==> config.mk <==
export PLATFORM = sky130hd
export DESIGN_NAME = aes_key_expand
export DESIGN_NICKNAME = d
export VERILOG_FILES = /design/src/rtl/aes_key_expand_pkg.sv /design/src/rtl/aes_key_expand_sbox.sv /design/src/rtl/aes_key_expand.sv
export SDC_FILE = /design/constraint.sdc
export NUM_CORES = 2
export LEC_CHECK = 0
export CAP_MARGIN = 25
export CORE_UTILIZATION = 43
export CTS_CLUSTER_DIAMETER = 100
export CTS_CLUSTER_SIZE = 30
export DETAILED_ROUTE_END_ITERATION = 8
export SETUP_SLACK_MARGIN = 0.2
export SYNTH_ARGS = -nofsm -noshare
export SYNTH_HDL_FRONTEND = slang
export SYNTH_SLANG_ARGS = --single-unit
==> constraint.sdc <==
create_clock -name clk -period 62.6 [get_ports clk]
set_clock_uncertainty 0.2 [all_clocks]
set_input_delay 12.52 -clock clk [delete_from_list [all_inputs] [get_ports clk]]
set_output_delay 12.52 -clock clk [all_outputs]
set_load 0.1 [all_outputs]
==> src/rtl/aes_key_expand_pkg.sv <==
// Shared AES definitions: word type, default round count and the round-constant table.
package aes_key_expand_pkg;

  typedef logic [31:0] aes_word_t;

  localparam int NR_DEFAULT = 10;

  // Rcon[1..10] stored at positions 0..9
  localparam logic [7:0] RCON [10] = '{
    8'h01, 8'h02, 8'h04, 8'h08, 8'h10, 8'h20, 8'h40, 8'h80, 8'h1b, 8'h36
  };

  function automatic logic [7:0] rcon(input logic [3:0] i);
    logic [7:0] r;
    r = 8'h00;
    if (i >= 4'd1 && i <= 4'd10) r = RCON[i - 4'd1];
    return r;
  endfunction

endpackage

==> src/rtl/aes_key_expand_sbox.sv <==
// Combinational AES S-box: GF(2^8) inverse (as x^254) followed by the affine map.
module aes_sbox (
  input  logic [7:0] din,
  output logic [7:0] dout
);

  function automatic logic [7:0] gf_mul(input logic [7:0] a, input logic [7:0] b);
    logic [7:0] p;
    logic [7:0] aa;
    p  = 8'h00;
    aa = a;
    for (int i = 0; i < 8; i++) begin
      if (b[i]) p = p ^ aa;
      aa = {aa[6:0], 1'b0} ^ (aa[7] ? 8'h1b : 8'h00);
    end
    return p;
  endfunction

  logic [7:0] x2, x3, x6, x7, x14, x15, x30, x31, x62, x63, x126, x127, inv;

  // Addition chain to x^254, which is the multiplicative inverse (and maps 0 to 0)
  always_comb begin
    x2   = gf_mul(din, din);
    x3   = gf_mul(x2, din);
    x6   = gf_mul(x3, x3);
    x7   = gf_mul(x6, din);
    x14  = gf_mul(x7, x7);
    x15  = gf_mul(x14, din);
    x30  = gf_mul(x15, x15);
    x31  = gf_mul(x30, din);
    x62  = gf_mul(x31, x31);
    x63  = gf_mul(x62, din);
    x126 = gf_mul(x63, x63);
    x127 = gf_mul(x126, din);
    inv  = gf_mul(x127, x127);
  end

  assign dout = inv ^ {inv[6:0], inv[7]} ^ {inv[5:0], inv[7:6]}
              ^ {inv[4:0], inv[7:5]} ^ {inv[3:0], inv[7:4]} ^ 8'h63;

endmodule

==> src/rtl/aes_key_expand.sv <==
// AES-128 key expansion streaming NR+1 round keys over a valid/ready handshake.
// Optional macro AES_KEYEXP_STORE_EN adds an 11-entry round-key store with a read port.
//
// state | meaning
// IDLE  | waiting for start; key_in captured as round key 0 on start
// EMIT  | presenting rk_idx/rk_out, advancing on each transfer
// FIN   | one-cycle done pulse after the final key transfer
module aes_key_expand
  import aes_key_expand_pkg::*;
#(
  parameter int NR = NR_DEFAULT
) (
  input  logic         clk,
  input  logic         rst_n,
  input  logic         start,
  input  logic [127:0] key_in,
  output logic         rk_valid,
  input  logic         rk_ready,
  output logic [3:0]   rk_idx,
  output logic [127:0] rk_out,
  output logic         busy,
`ifdef AES_KEYEXP_STORE_EN
  output logic         done,
  input  logic [3:0]   rd_idx,
  output logic [127:0] rd_key
`else
  output logic         done
`endif
);

  typedef enum logic [1:0] {IDLE, EMIT, FIN} state_t;

  localparam logic [3:0] LAST = 4'(NR);

  state_t    state;
  aes_word_t w0, w1, w2, w3, w4, w5, w6, w7, rot, sub;

  assign w0  = rk_out[127:96];
  assign w1  = rk_out[95:64];
  assign w2  = rk_out[63:32];
  assign w3  = rk_out[31:0];
  assign rot = {w3[23:0], w3[31:24]};

  for (genvar i = 0; i < 4; i++) begin : g_sub
    aes_sbox u_sbox (.din(rot[8*i +: 8]), .dout(sub[8*i +: 8]));
  end

  assign w4 = w0 ^ sub ^ {rcon(rk_idx + 4'd1), 24'h0};
  assign w5 = w1 ^ w4;
  assign w6 = w2 ^ w5;
  assign w7 = w3 ^ w6;

  always_ff @(posedge clk or negedge rst_n) begin
    if (!rst_n) begin
      state    <= IDLE;
      rk_valid <= 1'b0;
      busy     <= 1'b0;
      done     <= 1'b0;
      rk_idx   <= 4'd0;
      rk_out   <= '0;
    end else begin
      done <= 1'b0;
      case (state)
        IDLE: begin
          if (start) begin
            rk_out   <= key_in;
            rk_idx   <= 4'd0;
            rk_valid <= 1'b1;
            busy     <= 1'b1;
            state    <= EMIT;
          end
        end
        EMIT: begin
          if (rk_valid && rk_ready) begin
            if (rk_idx == LAST) begin
              rk_valid <= 1'b0;
              busy     <= 1'b0;
              done     <= 1'b1;
              state    <= FIN;
            end else begin
              rk_out <= {w4, w5, w6, w7};
              rk_idx <= rk_idx + 4'd1;
            end
          end
        end
        FIN:     state <= IDLE;
        default: state <= IDLE;
      endcase
    end
  end

`ifdef AES_KEYEXP_STORE_EN
  logic [127:0] key_store [0:10];

  always_ff @(posedge clk or negedge rst_n) begin
    if (!rst_n) begin
      for (int i = 0; i < 11; i++) key_store[i] <= '0;
    end else if (rk_valid && rk_ready) begin
      key_store[rk_idx] <= rk_out;
    end
  end

  assign rd_key = (rd_idx <= LAST) ? key_store[rd_idx] : '0;
`endif

endmodule

======== After elaboration in Yosys (flattened, before gate mapping) ========
Memory sizes are Yosys's and may differ from the RTL's.
Index checks and enable logic that the tools add are counted.
storage, ports and cells
  input port bits ......................... 132
  memories ................................ 1
  logic and storage cells ................. 1580
  bits in latches ......................... 0
  ROM bits ................................ 128
  output and inout port bits .............. 135
  register bits ........................... 136
  RAM bits ................................ 0
operators by class
  $mul .................................... 0
  reduce and logical (&&, ||, !) cells .... 7
  div/mod/pow operators ................... 0
  magnitude comparators ................... 3
  multiplexer cells ....................... 802
  eq/ne operators ......................... 6
  bitwise operators ....................... 754
  $add $sub $neg .......................... 2
  shift operators ......................... 0
memories
  memory           depth  width  rd ports  clocked after memory_dff  wr ports  RTL line                  RTL
  (no name shown)  16     8      1         0                         0         aes_key_expand_pkg.sv:16  if (i >= 4'd1 && i <= 4'd10) r = RCON[i - 4'd1];
operators by type and width
  cell                                                 count
  XOR 8 bit                                            744
  two-way mux 8 bit                                    419
  two-way mux 5 bit                                    364
  two-way mux 128 bit                                  3
  case mux 128 bit (2 select lines)                    1
  XOR 32 bit                                           5
  inverter 4 bit                                       4
  two-way mux 4 bit                                    3
  inequality test 2 bit, second input constant         4
  case mux 4 bit (2 select lines)                      1
  AND reduction 4 bit                                  2
  two-way mux 1 bit                                    6
  two-way mux 2 bit                                    3
  >= comparator 5 bit, second input constant           1
  inverter 4 -> 5 bit                                  1
  adder 4 x 1 -> 4 bit, second input constant          1
  == test 4 bit, second input constant                 1
  >= comparator 4 x 1 -> 1 bit, second input constant  1
  <= comparator 4 bit, second input constant           1
  case mux 2 bit (2 select lines)                      1
  subtractor 4 x 1 -> 4 bit, second input constant     1
  AND reduction 3 bit                                  1
  == test 2 x 1 -> 1 bit, second input constant        1
  logical AND 1 bit                                    2
  other kinds (3)                                      3

======== Logic depth before layout (Yosys ltp) ========
  depth in word-level cells ............... 221
  gate-level depth with buffers ........... 96
  gate-level depth less buffers ........... 85

======== Cells and area by module ========
A second synthesis with hierarchy kept.
unflattened totals
  cells, all modules ...................... 8177
  area, all modules ....................... 65281.4 um^2
by module, submodules not included
  module          instances  area an instance (um^2)  seq. area each (um^2)  cells each
  aes_sbox        4          14167.3                  0.0                    1796
  aes_key_expand  1          8612.0                   3403.3                 993

======== Worst setup path before layout ========
OpenSTA, ideal clock, no wires.
  path type ............................... register to register
  start ................................... register rk_out[23]
  end ..................................... register rk_out[56]
  buffers on the path ..................... 5
  data required time ...................... 62.274 ns
  path slack .............................. 38.985 ns
  cell stages (with the launch flop) ...... 88
  data arrival time ....................... 23.288 ns
  clock period less this slack ............ 23.615 ns
  cells stage by stage .................... dfrtp_1 -> ha_1 -> xnor2_2 -> mux2i_1 -> xnor2_1 -> xnor3_1 -> xnor3_1 -> nand2_1 -> xnor2_1 -> xnor2_1 -> xor2_1 -> inv_1 -> buf_2 -> ha_1 -> xor3_1 -> xor2_1 -> xnor2_1 -> nor2_1 -> [... 52 more ...] -> xnor2_2 -> xor2_1 -> inv_1 -> and2_1 -> a221oi_1 -> xnor3_1 -> xnor2_2 -> buf_2 -> ha_1 -> xor2_1 -> xnor2_1 -> nor2_1 -> xnor2_1 -> xor2_1 -> xor2_1 -> xnor3_1 -> xor2_1 -> o311a_1
on the way
  word-level cells in the longest chain between the ends .. 213
  elaborated cells between the ends (all ways) .. 385
ends and longest elaborated chain
  what                                                           RTL line                                              RTL
  start, declared                                                aes_key_expand.sv:20                                  output logic [127:0] rk_out,
  start signal, assigned                                         aes_key_expand.sv:66                                  rk_out <= key_in;
  start signal, assigned                                         aes_key_expand.sv:81                                  rk_out <= {w4, w5, w6, w7};
  two-way mux 5 bit / two-way mux 8 bit (equally long branches)  aes_key_expand_sbox.sv:14, aes_key_expand_sbox.sv:13
  XOR 8 bit (on tied branches)                                   aes_key_expand_sbox.sv:14, aes_key_expand_sbox.sv:13
  XOR 8 bit / two-way mux 8 bit (equally long branches)          aes_key_expand_sbox.sv:13                             if (b[i]) p = p ^ aa;
  two-way mux 8 bit / XOR 8 bit (equally long branches)          aes_key_expand_sbox.sv:13
  XOR 8 bit / two-way mux 8 bit (equally long branches)          aes_key_expand_sbox.sv:13
  two-way mux 8 bit / XOR 8 bit (equally long branches)          aes_key_expand_sbox.sv:13
  XOR 8 bit / two-way mux 8 bit (equally long branches)          aes_key_expand_sbox.sv:13
  two-way mux 8 bit / XOR 8 bit (equally long branches)          aes_key_expand_sbox.sv:13
  [... 196 more ...]                                             n/a
  XOR 8 bit *                                                    aes_key_expand_sbox.sv:39                             ^ {inv[4:0], inv[7:5]} ^ {inv[3:0], inv[7:4]} ^ 8'h63;
  inverter 4 bit (no line) *                                     n/a
  XOR 32 bit * (2 in a row)                                      aes_key_expand.sv:48                                  assign w4 = w0 ^ sub ^ {rcon(rk_idx + 4'd1), 24'h0};
  XOR 32 bit *                                                   aes_key_expand.sv:49                                  assign w5 = w1 ^ w4;
  XOR 32 bit *                                                   aes_key_expand.sv:50                                  assign w6 = w2 ^ w5;
  two-way mux 128 bit *                                          aes_key_expand.sv:75                                  if (rk_idx == LAST) begin
  two-way mux 128 bit *                                          aes_key_expand.sv:74                                  if (rk_valid && rk_ready) begin
  case mux 128 bit (2 select lines) *                            aes_key_expand.sv:63                                  case (state)
Mark *: on every way between the ends. The rest lies on a longest branch, timed or not. The select of a mux whose other input is x is not followed.
A chain may end at the register's enable or synchronous reset.

======== Worst setup path in the final report ========
  start ................................... register rk_out[15]
  end ..................................... register rk_out[23]
on the way
  word-level cells in the longest chain between the ends .. 213
  elaborated cells between the ends (all ways) .. 385
ends and longest elaborated chain
  what                                                           RTL line                                              RTL
  two-way mux 5 bit / two-way mux 8 bit (equally long branches)  aes_key_expand_sbox.sv:14, aes_key_expand_sbox.sv:13
  XOR 8 bit (on tied branches)                                   aes_key_expand_sbox.sv:14, aes_key_expand_sbox.sv:13
  XOR 8 bit / two-way mux 8 bit (equally long branches)          aes_key_expand_sbox.sv:13
  two-way mux 8 bit / XOR 8 bit (equally long branches)          aes_key_expand_sbox.sv:13
  XOR 8 bit / two-way mux 8 bit (equally long branches)          aes_key_expand_sbox.sv:13
  two-way mux 8 bit / XOR 8 bit (equally long branches)          aes_key_expand_sbox.sv:13
  XOR 8 bit / two-way mux 8 bit (equally long branches)          aes_key_expand_sbox.sv:13
  two-way mux 8 bit / XOR 8 bit (equally long branches)          aes_key_expand_sbox.sv:13
  [... 196 more ...]                                             n/a
  XOR 8 bit *                                                    aes_key_expand_sbox.sv:39
  XOR 32 bit * (2 in a row)                                      aes_key_expand.sv:48
  XOR 32 bit *                                                   aes_key_expand.sv:49
  XOR 32 bit *                                                   aes_key_expand.sv:50
  XOR 32 bit *                                                   aes_key_expand.sv:51                                  assign w7 = w3 ^ w6;
  two-way mux 128 bit *                                          aes_key_expand.sv:75
  two-way mux 128 bit *                                          aes_key_expand.sv:74
  case mux 128 bit (2 select lines) *                            aes_key_expand.sv:63
Marked as above.

==> flow_summary.ini <==
[grt]
antenna_found_initial = 7
grt_max_degree = 118
grt_pass1_vias = 55800
grt_pass1_wl_um = 342000
grtUsageTotal_pct = 28.2
overflow = 0

[sta]
max_slew_margin_pct = 15.3
hold_viol = 0
timing.final.max_slew_violations = 0
fmax_ghz = 0.0341
fin_setup_tns_ns = 0
finalCritPeriodShare_pct = 46.9
layout_min_cycle_time_ns = 29.34
worst_slew_pin_slew_ns = 1.26
rsz0062_at_grt = no
finalSetupViolCount = 0

[route]
drt_wl_total_um = 225000
drc_errors = 0
dr.pass1.iters = 6
drtIter0Drc = 5904
wl_per_cell_um = 22.4
viasPerCell = 5.96
via_count = 60000
drtAntennaViolNets = 0

[finish]
final_nets = 8196
utilization_pct = 46.6
drive_above_1_share_pct = 7.04
antenna_cells = 0
stdcell_area_mm2 = 0.0702
layoutNonFillerInstCount = 10100
area_delta_synth_final_pct = 7.06

[floorplan]
initial_core_util_pct = 43.5
fp.coreArea_mm2 = 0.151
row_count = 142
boundaryPins = 267
die_h_um = 393
dieArea_mm2 = 0.154
fp.dieW_um = 393

[worst_setup_path]
required_ns = 62.69
cp_common_cell = xnor2_1
arrival_ns = 29.43
setup.worst_path.start_class = flop
critPathCaptureType = flop
worstPathMaxFanout = 50
rr_worst_depth = 86
r2r_start = rk_out[15]$_DFFE_PN0P_
rrSetupSlack_ns = 33.26
cpMaxStageDelayCell = a311oi_1
timing.rr.end = rk_out[23]$_DFFE_PN0P_
slowest_delay_ns = 1.03
critical_path_class = flop to flop

[synthesis]
async_flop_share_pct = 100
netlist_area_mm2 = 0.0656
synthTopCellsByCount = xnor2_1 (1,469), nand2_1 (1,108), nor2_1 (764)
synth-edff-count = 0
synth_area_leaders = xnor2_1 (20%), xnor3_1 (15%), xor2_1 (6.9%), nand2_1 (6.3%), dfrtp_1 (5.2%)
synth_area_leader_cell = xnor2_1
syn_avg_cell_area_um2 = 8.02
ys_seq_elements = 136
yosysUniqueCellTypes = 127
synth_most_common_cell = xnor2_1
yosysSeqAreaShare_pct = 5.19
syn_inst = 8181
yosysWarnings = 0
synthFlopType = dfrtp_1
syn_nets = 8347
yosys.area.top_type_share_pct = 19.6

[hold_path]
hold_start = rk_out[33]$_DFFE_PN0P_
min_path_cells = 2
hold-path-endpoint = rk_out[33]$_DFFE_PN0P_
hp-class = flop to flop

[cts]
htreeDepth = 4
holdBufCountCts = 0
cts_num_sinks = 136
cts_resized = 0
post_cts_buffers = 0
clock_path_buffers = 2
clk_latency_ns = 0.53
clock-root-buffer = clkbuf_16
numCtsBuffers = 17
cts_tree = done
path_clk_slew_ns = 0.08

[outcome]
status = finished clean

[placement]
portBuffers = 266
place_hpwl_um = 160000
gp_congestion = 0.929
placedCellCount = 10000
place_area_mm2 = 0.0695

[flow_run]
timing.max_cap.violations = 0
## cell type report
| class | instances | area (µm²) |
|---|---|---|
| well taps | 2016 | 2520 |
| repair buffers | 435 | 4050 |
| multi-input cells | 7302 | 59100 |
| clock buffers | 17 | 425 |
| fillers | 14900 | 80400 |
| flip-flops and latches | 136 | 3450 |
| clock inverters | 15 | 199 |
| inverters | 138 | 518 |
## critical path: cells and delay by family, from the launching register on
family	cells	cell delay, ns
multiplexers	1	0.40
AO/OA/AOI/OAI	13	4.20
flip-flops	1	0.35
AND/OR/NAND/NOR	12	2.35
XOR/XNOR	40	15.71
buffers and inverters	14	3.22
adder cells (fa/ha/maj)	6	2.53
## placed cells by master, fill, tap and decap left out, types with 32 or more instances in the layout
master | Yosys | routed
a211oi_1 | 41 | 41
a21oi_1 | 346 | 345
a22oi_1 | 107 | 107
a311oi_1 | 32 | 32
a31oi_1 | 45 | 45
and2_1 | 59 | 59
and3_1 | 51 | 51
buf_4 | 41 | 167
clkdlybuf4s50_1 | 0 | 260
dfrtp_1 | 136 | 104
ha_1 | 34 | 34
inv_1 | 112 | 112
mux2_2 | 50 | 50
mux2i_1 | 228 | 228
nand2_1 | 1108 | 1106
nand2b_1 | 77 | 77
nand3_1 | 176 | 176
nand4_1 | 46 | 46
nor2_1 | 764 | 763
nor2b_1 | 70 | 69
nor3_1 | 194 | 194
nor4_1 | 36 | 36
o211ai_1 | 55 | 55
o21ai_0 | 285 | 285
o21ai_1 | 39 | 39
o221ai_1 | 45 | 45
o22ai_1 | 69 | 69
or3_1 | 62 | 62
xnor2_1 | 1469 | 1464
xnor2_2 | 89 | 94
xnor3_1 | 449 | 449
xor2_1 | 520 | 518
xor2_2 | 35 | 37
xor3_1 | 93 | 93
## how the worst max path moves through the flow
stage                                 startpoint                     end  slack, ns
after floorplan           rk_out[23]$_DFFE_PN0P_  rk_out[56]$_DFFE_PN0P_      38.99
after global placement    rk_out[15]$_DFFE_PN0P_  rk_out[23]$_DFFE_PN0P_      33.96
after detailed placement   rk_out[7]$_DFFE_PN0P_  rk_out[12]$_DFFE_PN0P_      33.69
after CTS                  rk_out[7]$_DFFE_PN0P_  rk_out[12]$_DFFE_PN0P_      33.54
after global routing       rk_out[7]$_DFFE_PN0P_  rk_out[79]$_DFFE_PN0P_      31.25
final                     rk_out[15]$_DFFE_PN0P_  rk_out[23]$_DFFE_PN0P_      33.26
## through the flow
| stage | hold slack, ns | setup slack (ns) |
|---|---|---|
| final | 0.345 | 33.26 |
| after global routing | 0.382 | 31.25 |
| after CTS | 0.344 | 33.54 |
| after detailed placement | 0.319 | 33.69 |
| after global placement | 0.311 | 33.96 |
| after floorplan | 0.269 | 38.99 |
## logic make-up after synthesis
logic type | share of synthesized area [%]
xor gates and xnor gates | 49.8
DFF | 5.19
buffers and inverters | 4.91
AOI/OAI and AO/OA | 16.1
adders and majority gates | 0.649
and+or+nand+nor | 18.9
muxes | 4.43
## state kept, by name (all words and copies together) (netlist names)
| signal | count |
|---|---|
| rk_out | 128 |
| busy | 1 |
| state | 2 |
| done | 1 |
| rk_idx | 4 |
## routing by layer
layer  global-route usage [%]  vias to the layer above  routed length (µm)
met5                        0                        -                  40
met4                     7.16                        6                5650
met1                     39.9                    29300              101000
met2                     44.6                     2385              101000
li1                         -                    28000                   -
met3                     4.17                      300               17500
Power is left out: the tool's default activity adds up to more than one toggle a clock period on the data nets, which glitch-free logic cannot reach.
